===== config.mk =====
export PLATFORM = sky130hd
export DESIGN_NAME = i_term_sat
export DESIGN_NICKNAME = d
export VERILOG_FILES = /design/src/rtl/i_term_sat.sv
export SDC_FILE = /design/constraint.sdc
export NUM_CORES = 1
export LEC_CHECK = 0
export CAP_MARGIN = 20
export CORE_AREA = 2 2 69 71
export DETAILED_ROUTE_END_ITERATION = 10
export DIE_AREA = 0 0 71 73
export PLACE_DENSITY = 0.75
export SLEW_MARGIN = 25
export SYNTH_ARGS = -nofsm -noshare
export SYNTH_HDL_FRONTEND = slang
export SYNTH_SLANG_ARGS = --single-unit

===== constraint.sdc =====
create_clock -name clk -period 5.4 [get_ports clk]
set_clock_uncertainty 0.15 [all_clocks]
set_input_delay 1.08 -clock clk [delete_from_list [all_inputs] [get_ports clk]]
set_output_delay 1.08 -clock clk [all_outputs]
set_load 0.03 [all_outputs]

===== src/rtl/i_term_sat.sv =====
// -----------------------------------------------------------------------------
// i_term_sat -- saturating, decimated integrator producing the I term of a
// PI-style control loop.
//
// Every DECIM-th qualifying error strobe (err_vld with moving=1, freeze=0) adds
// the sign-extended error sample to a signed accumulator. The sum is formed one
// bit wider than the accumulator, so it cannot wrap before it is clamped to
// +/-ACC_LIM. The top OUT_W bits of the new accumulator value are registered as
// I_term, and i_vld pulses in the same cycle that I_term changes.
//
// Ports
//   clk      in   system clock, rising edge
//   rst_n    in   asynchronous active-low reset
//   err_vld  in   one-cycle strobe, new err_sat sample
//   err_sat  in   ERR_W signed error sample (already saturated upstream)
//   moving   in   1 = integrate, 0 = clear integrator state
//   freeze   in   1 = hold accumulator, decimation count and outputs
//   I_term   out  OUT_W signed integral term (registered)
//   i_vld    out  one-cycle pulse, I_term updated
//   sat      out  sticky flag, accumulator clamped since last clear
//
// Parameter legality: ACC_W > ERR_W, OUT_W <= ACC_W,
// 0 < ACC_LIM <= 2^(ACC_W-1)-1, and DECIM in 1..255.
// -----------------------------------------------------------------------------
module i_term_sat #(
   parameter int ERR_W   = 10,
   parameter int ACC_W   = 16,
   parameter int OUT_W   = 9,
   parameter int ACC_LIM = 32767,
   parameter int DECIM   = 1
) (
   input  logic                    clk,
   input  logic                    rst_n,
   input  logic                    err_vld,
   input  logic signed [ERR_W-1:0] err_sat,
   input  logic                    moving,
   input  logic                    freeze,
   output logic signed [OUT_W-1:0] I_term,
   output logic                    i_vld,
   output logic                    sat
);

   // Clamp limits held at ACC_W+1 bits so they compare directly with the
   // unwrapped sum.
   localparam logic signed [ACC_W:0] LIM_P = $signed((ACC_W+1)'(ACC_LIM));
   localparam logic signed [ACC_W:0] LIM_N = -LIM_P;
   localparam logic [7:0]            DCNT_LAST = 8'(DECIM - 1);

   logic signed [ACC_W-1:0] acc_reg,   acc_next;
   logic        [7:0]       dcnt_reg,  dcnt_next;
   logic signed [OUT_W-1:0] iterm_reg, iterm_next;
   logic                    ivld_reg,  ivld_next;
   logic                    sat_reg,   sat_next;

   logic signed [ACC_W:0]   err_ext;
   logic signed [ACC_W:0]   sum;

   // Sign-extend the error sample to the widened sum width.
   assign err_ext[ERR_W-1:0] = err_sat;
   genvar gi;
   generate
      for (gi = ERR_W; gi <= ACC_W; gi++) begin : g_sext
         assign err_ext[gi] = err_sat[ERR_W-1];
      end
   endgenerate

   assign sum = {acc_reg[ACC_W-1], acc_reg} + err_ext;

   always_comb begin
      acc_next   = acc_reg;
      dcnt_next  = dcnt_reg;
      iterm_next = iterm_reg;
      ivld_next  = 1'b0;
      sat_next   = sat_reg;

      if (!moving) begin
         // Clearing takes priority over freeze and integration.
         acc_next   = '0;
         dcnt_next  = '0;
         iterm_next = '0;
         sat_next   = 1'b0;
      end else if (freeze) begin
         // Hold everything; i_vld stays low.
      end else if (err_vld) begin
         if (dcnt_reg == DCNT_LAST) begin
            dcnt_next = '0;
            ivld_next = 1'b1;
            if (sum > LIM_P) begin
               acc_next = LIM_P[ACC_W-1:0];
               sat_next = 1'b1;
            end else if (sum < LIM_N) begin
               acc_next = LIM_N[ACC_W-1:0];
               sat_next = 1'b1;
            end else begin
               acc_next = sum[ACC_W-1:0];
            end
            // Arithmetic truncation: keep the top OUT_W bits of the new value.
            iterm_next = acc_next[ACC_W-1 -: OUT_W];
         end else begin
            dcnt_next = dcnt_reg + 8'd1;
         end
      end
   end

   always_ff @(posedge clk or negedge rst_n) begin
      if (!rst_n) begin
         acc_reg   <= '0;
         dcnt_reg  <= '0;
         iterm_reg <= '0;
         ivld_reg  <= 1'b0;
         sat_reg   <= 1'b0;
      end else begin
         acc_reg   <= acc_next;
         dcnt_reg  <= dcnt_next;
         iterm_reg <= iterm_next;
         ivld_reg  <= ivld_next;
         sat_reg   <= sat_next;
      end
   end

   assign I_term = iterm_reg;
   assign i_vld  = ivld_reg;
   assign sat    = sat_reg;

endmodule

==> impl_metrics.toml <==
[logic_synthesis]
synth-main-ff-cell = "dfrtp_1"
synth_area_leaders = "dfrtp_1 (28%), ha_1 (9.7%), xor2_1 (5.7%), nand2_1 (5.0%), o21ai_0 (4.8%)"
synth_edf_count = 0
syn_nets = 315
yosysMostFrequentCell = "nand2_1"
yosys_warnings = 0
synth_common_cells = "nand2_1 (31), dfrtp_1 (26), nor2_1 (23)"
synth_top_area_frac = 0.281
yosys.area.top_type = "dfrtp_1"
synthArstFlopShare = 1.00
syn_inst = 281
syn_avg_cell_area_um2 = 8.24
ys_seq_area_frac = 0.281
synth_seq_cells = 26
yosysUniqueCellTypes = 52
synth_area_um2 = 2310

[timing]
fin_ws_ps = 1540
rsz0062_at_grt = "no"
hold_viol_final = 0
slew_viol_final = 0
relSlewSlack = 0.717
fin_setup_tns_ps = 0
finalSetupViolCount = 0
fmax_mhz = 259
post-route-min-period_ps = 3860
tightest_slew_ps = 424
fin_crit_sh = 0.715

[clock_network]
cts_root_buffer = "clkbuf_8"
cts_tree = "done"
clkTransAtPathRegs_ps = 90
numCtsBuffers = 3
h-tree-depth = 1
clock-sinks = 26
post_cts_buffers = 0
clk_latency_ps = 270
cts_resized = 0
clk_path_buf_depth = 2
hold_buffers = 0

[power_and_ir_drop]
irDropWorstVdd_uv = 169
power.density_nw_per_um2 = 272
p_clk_frac = 0.154
p_leak_nw = 1.11
combPwrFrac = 0.515
internal_power_w = 0.000402
p_sw_w = 0.000295
sw_frac_of_total = 0.423
pwr-share-seq = 0.331

[global_route]
grtUsageTotal = 0.210
first_global_vias = 1875
grt-ovfl-total = 0
grt_pass1_wl_um = 8760
grt_max_degree = 27
antenna_found_initial = 0

[place]
io_buffers = 25
hpwl_um = 3970
pre_cts_ws_ps = 1300
place_congestion = 0.941

[critical_path]
cp-start-kind = "input pin"
cp-end-kind = "flip-flop"
cp_slowest_cell = "clkdlybuf4s50_1"
slowest_delay_ps = 550
path_buf_inv = 2
path_delay_family = "compound AO/OA/AOI/OAI gates"
cpMostUsedCell = "a21oi_1"
critPathKind = "in2reg"
crit_fanout = 23
required_ps = 5380
crit_chain = "clkdlybuf4s50_1, ha_1, a21oi_1, o21ai_0, a211oi_1, nor2_1, xor2_1, buf_4, a21oi_1, a21oi_1"
worstPathArrival_ps = 3840

[die]
die_area_um2 = 5180
dieHeight_um = 73
initial_core_util = 0.510
coreArea_um2 = 4540
row_count = 25
die_x_um = 71
ioPinCount = 26

[worst_hold_path]
worst_hold_path_type = "reg2reg"

[finish]
nets = 327
antenna_cells = 0
fin_util = 0.564
final_layout_size_suffix_gt1_frac = 0.0687
fill_cells = 419
syn2layout_area_growth_pct = 10.5
largest_register_ff_count = 16

[route]
wirelength_um = 5190
num_vias = 2044
ant_nets = 0
top_layer_used = "met4"
drt_first_pass_iters = 4
met1_length_um = 2570
drtIter0Drc = 134
wl_met2_um = 2420
wire_per_inst_um = 15.1
vias_per_cell = 5.92
drc = 0
wl_met3_um = 102

[outcome]
outcome = "completed"

[job]
cap_viol_max_count = 0
## through the flow
step | cell area, um^2 | power [W] | hold WS (ps) | cells
floorplan | 2310 | 0.000513 | 317 | 281
global placement | 2520 | 0.000585 | 343 | 342
detailed placement | 2520 | 0.000588 | 355 | 342
CTS | 2560 | 0.000698 | 369 | 345
global route | 2560 | 0.000748 | 404 | 345
finish | 2560 | 0.000697 | 370 | 345
## kinds of logic after synthesis
family,Yosys count,share of synthesized area
adders and majority gates,19,0.106
and+or+nand+nor,105,0.221
xor gates and xnor gates,18,0.0681
buffers and inverters,30,0.0730
DFF,26,0.281
AOI/OAI and AO/OA,83,0.251
## worst reg2reg max path, delay by kind of cell, from the launching register on
| family | cells | cell delay, ps |
|---|---|---|
| fa+ha+maj | 2 | 590 |
| flops | 1 | 370 |
| buf+inv | 1 | 70 |
| compound gates | 4 | 850 |
| simple gates | 3 | 810 |
## cells in the final DEF (no fill, tap or decap), types with 5 or more instances in the layout
cell and count:
o21ai_0 22, inv_1 10, dfrtp_1 26, a21oi_1 18, o211ai_1 6, and2_1 7
nand3_1 17, nand2_1 31, nor2_1 23, a22oi_1 5, xor2_1 15, nor3_1 6
clkdlybuf4s50_1 25, ha_1 18
## area by class of cell
type                            count  area [um^2]  area share
Clock buffer                        3         41.3      0.0161
Tap cell                           54         67.6      0.0264
Sequential cell                    26          651       0.254
Timing Repair Buffer               27          265       0.104
Multi-Input combinational cell    225         1500       0.585
Inverter                           10         37.5      0.0147
## metal layers
metal / GRT usage / vias to the layer above
li1: - / 1025
met1: 0.304 / 974
met2: 0.339 / 35
met3: 0.0249 / 10
met4: 0.0461 / 0
met5: 0 / -
## path summary, 6_finish.rpt
kind	from	end	slack, ps	cells after the start
worst max-delay path	err_sat[9]	acc_reg[3]	1540	10
worst min-delay path	dcnt_reg[6]	dcnt_reg[6]	370	1
worst max register to register	acc_reg[0]	sat	2480	10
worst min register to register	dcnt_reg[6]	dcnt_reg[6]	370	1
max in group asynchronous	rst_n	acc_reg[11]	3810	2
min in group asynchronous	rst_n	acc_reg[15]	1020	2
## power groups by stage
stage	sequential (W)	clock, W	combinational [W]
after global routing	0.000233	0.000119	0.000396
final	0.000230	0.000108	0.000359
after detailed placement	0.000234	0	0.000354
after floorplan	0.000229	0	0.000284
after CTS	0.000230	0.000111	0.000357
after global placement	0.000233	0	0.000352
Note: power is estimated with default switching activity, not from simulation.
